## src/rtl/mips_pkg.sv

```systemverilog
// Shared MIPS definitions: jump opcodes, RAS sizing default and PC-sequencer
// target-source encoding.
package mips_pkg;

  localparam logic [5:0] OP_J   = 6'b000010;
  localparam logic [5:0] OP_JAL = 6'b000011;

  localparam int RAS_DEPTH_DEF = 8;

  typedef enum logic [2:0] {
    SRC_HOLD,
    SRC_JUMP,
    SRC_RET,
    SRC_JR,
    SRC_BRANCH,
    SRC_SEQ
  } pc_src_e;

endpackage

```

## src/rtl/pc_ras_stack.sv

```systemverilog
// Circular return-address stack: a full push overwrites the oldest entry,
// an empty pop only raises the sticky underflow flag.
module pc_ras_stack #(
  parameter int PC_W  = 32,
  parameter int DEPTH = 8
) (
  input  logic                       clock,
  input  logic                       reset,
  input  logic                       push,
  input  logic                       pop,
  input  logic [PC_W-1:0]            push_data,
  output logic [PC_W-1:0]            top,
  output logic [$clog2(DEPTH):0]     count,
  output logic                       overflow,
  output logic                       underflow
);

  localparam int PW = $clog2(DEPTH);
  localparam int CW = PW + 1;

  logic [PC_W-1:0] mem [DEPTH];
  logic [PW-1:0]   ptr;

  // ptr names the next free slot; the top of stack sits one below it.
  assign top = mem[ptr - PW'(1)];

  always_ff @(posedge clock) begin
    if (push) mem[ptr] <= push_data;
  end

  always_ff @(posedge clock) begin
    if (reset) begin
      ptr       <= '0;
      count     <= '0;
      overflow  <= 1'b0;
      underflow <= 1'b0;
    end else if (push) begin
      ptr <= ptr + PW'(1);
      if (count == CW'(DEPTH)) overflow <= 1'b1;
      else                     count    <= count + CW'(1);
    end else if (pop) begin
      if (count == '0) begin
        underflow <= 1'b1;
      end else begin
        ptr   <= ptr - PW'(1);
        count <= count - CW'(1);
      end
    end
  end

endmodule

```

## src/rtl/pc_sequencer.sv

```systemverilog
// Word-addressed next-PC selection with jump/link/return/jr/branch priority
// and a return-address stack fed by link and drained by ret.
module pc_sequencer
  import mips_pkg::*;
#(
  parameter int              PC_W      = 32,
  parameter int              RAS_DEPTH = RAS_DEPTH_DEF,
  parameter logic [PC_W-1:0] RESET_VEC = '0
) (
  input  logic                       clock,
  input  logic                       reset,
  input  logic                       stall,
  input  logic                       jump,
  input  logic                       link,
  input  logic                       ret,
  input  logic                       jr,
  input  logic                       branch,
  input  logic                       zero,
  input  logic [25:0]                address,
  input  logic [15:0]                immediate,
  input  logic [PC_W-1:0]            rs_value,
  output logic [PC_W-1:0]            pc,
  output logic [PC_W-1:0]            pc_plus1,
  output logic                       link_we,
  output logic [PC_W-1:0]            link_data,
  output logic                       redirect,
  output logic [$clog2(RAS_DEPTH):0] ras_count,
  output logic                       ras_overflow,
  output logic                       ras_underflow
);

  pc_src_e         src;
  logic [PC_W-1:0] pc_next;
  logic [PC_W-1:0] ras_top;
  logic            ras_push;
  logic            ras_pop;

  assign pc_plus1  = pc + PC_W'(1);
  assign link_we   = link & ~stall & ~reset;
  assign link_data = pc_plus1;

  always_comb begin
    src = SRC_SEQ;
    if (stall)              src = SRC_HOLD;
    else if (jump | link)   src = SRC_JUMP;
    else if (ret)           src = SRC_RET;
    else if (jr)            src = SRC_JR;
    else if (branch & zero) src = SRC_BRANCH;
  end

  always_comb begin
    pc_next = pc_plus1;
    case (src)
      SRC_HOLD:   pc_next = pc;
      SRC_JUMP:   pc_next = {pc_plus1[PC_W-1:26], address};
      // An empty stack falls back to the register target.
      SRC_RET:    pc_next = (ras_count != '0) ? ras_top : rs_value;
      SRC_JR:     pc_next = rs_value;
      SRC_BRANCH: pc_next = pc_plus1 + {{(PC_W-16){immediate[15]}}, immediate};
      default:    pc_next = pc_plus1;
    endcase
  end

  assign ras_push = (src == SRC_JUMP) & link;
  assign ras_pop  = (src == SRC_RET);

  always_ff @(posedge clock) begin
    if (reset) begin
      pc       <= RESET_VEC;
      redirect <= 1'b0;
    end else begin
      pc       <= pc_next;
      redirect <= (src != SRC_HOLD) && (src != SRC_SEQ);
    end
  end

  pc_ras_stack #(.PC_W(PC_W), .DEPTH(RAS_DEPTH)) u_ras (
    .clock     (clock),
    .reset     (reset),
    .push      (ras_push),
    .pop       (ras_pop),
    .push_data (pc_plus1),
    .top       (ras_top),
    .count     (ras_count),
    .overflow  (ras_overflow),
    .underflow (ras_underflow)
  );

endmodule

```

## config.mk

```make
export PLATFORM = sky130hd
export DESIGN_NAME = pc_sequencer
export DESIGN_NICKNAME = d
export VERILOG_FILES = /design/src/rtl/mips_pkg.sv /design/src/rtl/pc_ras_stack.sv /design/src/rtl/pc_sequencer.sv
export SDC_FILE = /design/constraint.sdc
export NUM_CORES = 1
export LEC_CHECK = 0
export CAP_MARGIN = 20
export CORE_ASPECT_RATIO = 1.2
export CORE_MARGIN = 2
export CORE_UTILIZATION = 51
export CTS_CLUSTER_SIZE = 12
export DETAILED_ROUTE_END_ITERATION = 10
export GPL_ROUTABILITY_DRIVEN = 0
export PLACE_DENSITY_LB_ADDON = 0.1
export SYNTH_ARGS = -nofsm -noshare
export SYNTH_HDL_FRONTEND = slang
export SYNTH_SLANG_ARGS = --single-unit
```

## constraint.sdc

```tcl
create_clock -name clock -period 6 [get_ports clock]
set_clock_uncertainty 0.15 [all_clocks]
set_input_delay 1.2 -clock clock [delete_from_list [all_inputs] [get_ports clock]]
set_output_delay 1.2 -clock clock [all_outputs]
set_load 0.005 [all_outputs]
```

==> flow_summary_export.csv <==
group,metric,value,unit
timing,setup_ws,0.762,ns
synthesis,synth.ff_latch_count,298,
clock_network,cts_buffers,30,
setup_path,timing.rr.end,"pc[31]$_SDFFE_PP0P_",
setup_path,ff2ff_setup_slack,1.07,ns
detailed_routing,drt-total-wl,42600,µm
global_routing,grt_max_degree,52,
detailed_routing,remaining_drc_errors,0,
timing,slew_headroom,30.7,%
synthesis,syn-num-nets,1278,
global_routing,grt_pass1_wl,63200,µm
floorplan,dieArea,31000,µm²
detailed_routing,dr.pass1.iters,5,
clock_network,ctsResizeCount,0,
detailed_routing,ant_nets,0,
synthesis,ys_types,75,
final_layout,area_delta_synth_final,21.4,%
synthesis,yosysTopAreaCell,"edfxtp_1",
setup_path,cp-start-kind,"register",
final_layout,utilization,63.3,%
synthesis,synth_edf_count,256,
clock_network,clock_sinks,298,
clock_network,cts_setup_buffers,0,
synthesis,yosysSeqAreaShare,56.6,%
floorplan,num_rows,68,
min_path,hp-start,"u_ras.overflow$_SDFFE_PP0P_",
synthesis,ys_top_cells_by_count,"edfxtp_1, a21oi_1, nand2_1, mux4_2, nor2_1",
detailed_routing,vias,10700,
synthesis,synth_top_area_share,51.0,%
global_routing,antenna_found_initial,0,
floorplan,die_x,161,µm
timing,hold_violations,0,
timing,fin_crit_sh,87.3,%
floorplan,core-area,28900,µm²
clock_network,path_clk_slew,0.06,ns
flow_run,drv_cap,0,
final_layout,antenna_cells,0,
detailed_routing,drtIter0Drc,974,
run_status,status,"finished, final reports clean",
timing,slew_viol_final,0,
synthesis,avgSynthCellArea,13.1,µm²
timing,fin_crit,5.24,ns
detailed_routing,via_per_inst,6.18,
timing,setup_viol,0,
clock_network,clock_latency,0.55,ns
synthesis,synth.most_common_cell,"edfxtp_1",
setup_path,crit_type,"register to output pin",
setup_path,end_kind,"output pin",
clock_network,cts_root_buf,"clkbuf_16",
setup_path,cp_max_fo,12,
pwr,irDropWorstVdd,0.265,mV
floorplan,io-pin-count,187,
synthesis,synth-main-ff-cell,"edfxtp_1",
global_routing,track_usage,27.1,%
setup_path,cp.required,4.65,ns
synthesis,synth_area,15100,µm²
synthesis,postSynthCellCount,1149,
clock_network,htreeDepth,1,
clock_network,cts_hold_buf,0,
setup_path,worstPathArrival,3.89,ns
floorplan,start_util,52.1,%
detailed_routing,wire_per_inst,24.6,µm
min_path,hold_depth,2,
global_routing,grt.overflow.total,0,
timing,finalSetupTns,0,ns
placement,hpwl,29100,µm
min_path,min_path_type,"register to register",
timing,tightest_slew,1.03,ns
pwr,powerDensity,278,nW/µm²
placement,io_buffer_count,186,
final_layout,layout.nets,1453,
synthesis,async_flop_share,0,%
synthesis,netlist_top_cells_area,"edfxtp_1, mux4_2, dfxtp_1",
setup_path,ff2ff_path_depth,13,
synthesis,ys_warn_count,0,
clock_network,clockBufferDepth,3,
setup_path,rr_startpoint,"pc[1]$_SDFFE_PP0P_",
timing,fmax,191,MHz
timing,rsz0062_at_grt,"no",
pwr,p_leak,6.50,nW
floorplan,die_height,192,µm
placement,pre_cts_slack,1.16,ns
pwr,power,5.09,mW
clock_network,cts_tree,"built",
final_layout,layout-drive-gt1-share,13.4,%
min_path,hold_end,"u_ras.overflow$_SDFFE_PP0P_",
global_routing,grt_pass1_vias,10500,
## how the worst max path moves through the flow
stage / cells past startpoint / start / endpoint
final: 7 / pc[1]$_SDFFE_PP0P_ / pc_plus1[24]
after global routing: 7 / pc[0]$_SDFFE_PP0P_ / pc_plus1[24]
after CTS: 7 / pc[1]$_SDFFE_PP0P_ / pc_plus1[24]
after detailed placement: 13 / pc[1]$_SDFFE_PP0P_ / pc[31]$_SDFFE_PP0P_
after global placement: 12 / immediate[0] / pc[26]$_SDFFE_PP0P_
after floorplan: 4 / stall / u_ras.mem[0][0]$_DFFE_PP_
## placed cells by master (no fill, tap or decap), types with 3 or more instances in the layout
cell type / count
a221oi_1: 26
and3_1: 8
nand2b_1: 3
nor3_2: 6
nor3_1: 16
ha_1: 43
clkinv_1: 4
nor2b_1: 17
nand3_1: 23
nor4_1: 5
a211oi_1: 13
a21o_1: 20
or4_1: 5
xnor2_1: 45
nand2_1: 68
xor2_1: 14
o211ai_1: 6
inv_1: 29
edfxtp_1: 256
a31oi_1: 14
a221o_1: 5
or3_1: 4
a21oi_1: 77
and2_1: 5
dfxtp_1: 41
o21ai_0: 59
o21bai_1: 5
clkbuf_16: 31
mux4_2: 64
nor2_1: 60
nor2_4: 3
mux2i_1: 32
o21a_1: 5
buf_4: 47
o22ai_1: 7
clkbuf_1: 18
clkdlybuf4s50_1: 184
nand4_1: 15
## kinds of logic after synthesis
kind of cell	count (synthesis)	synth area share, %
AO/OA/AOI/OAI	267	11.4
adder cells (fa/ha/maj)	46	3.92
AND/OR/NAND/NOR	259	8.80
buffers and inverters	121	3.97
multiplexers	97	11.8
XOR/XNOR	61	3.64
flip-flops	298	56.6
## report_power, final
| group | switching [mW] | leakage, nW | internal, mW |
|---|---|---|---|
| clock | 0.750 | 0.433 | 1.01 |
| sequential | 0.0598 | 2.71 | 2.31 |
| combinational | 0.514 | 3.35 | 0.448 |
## flip-flops by register name (all words and copies together) (netlist names)
name / cells
u_ras.mem: 256
pc: 32
u_ras.count: 4
u_ras.ptr: 3
redirect: 1
u_ras.overflow: 1
u_ras.underflow: 1
## metrics by stage
| stage | instance area (µm²) | cells | hold slack (ns) |
|---|---|---|---|
| after floorplan | 15100 | 1149 | 0.310 |
| after global placement | 17400 | 1676 | 0.303 |
| after detailed placement | 17400 | 1676 | 0.321 |
| after CTS | 18300 | 1732 | 0.335 |
| after global routing | 18300 | 1733 | 0.363 |
| final | 18300 | 1733 | 0.327 |
## final cells by class
class / instances / area (µm²)
fillers: 2275 / 10600
flip-flops and latches: 298 / 8530
multi-input cells: 730 / 6040
repair buffers: 234 / 2220
clock buffers: 50 / 857
well taps: 385 / 482
inverters: 30 / 113
clock inverters: 6 / 53.8
## critical path, stage by stage (launching register included)
cell             delay [ns]
dfxtp_1                0.45
ha_1                   0.34
nand2_1                0.16
nor4_4                 0.47
and3_1                 0.36
nand3_1                0.14
xnor2_1                0.74
clkdlybuf4s50_1        0.65
## layer usage
metal	share of wire (%)	up-vias	wire length, µm	track usage, %
met4	3.3	0	1410	9.03
li1	-	4809	-	-
met1	41	5418	17600	36.2
met2	49	403	20900	46.1
met5	0	-	0	0
met3	6.3	76	2680	3.72
(Power assumes the default switching activity.)
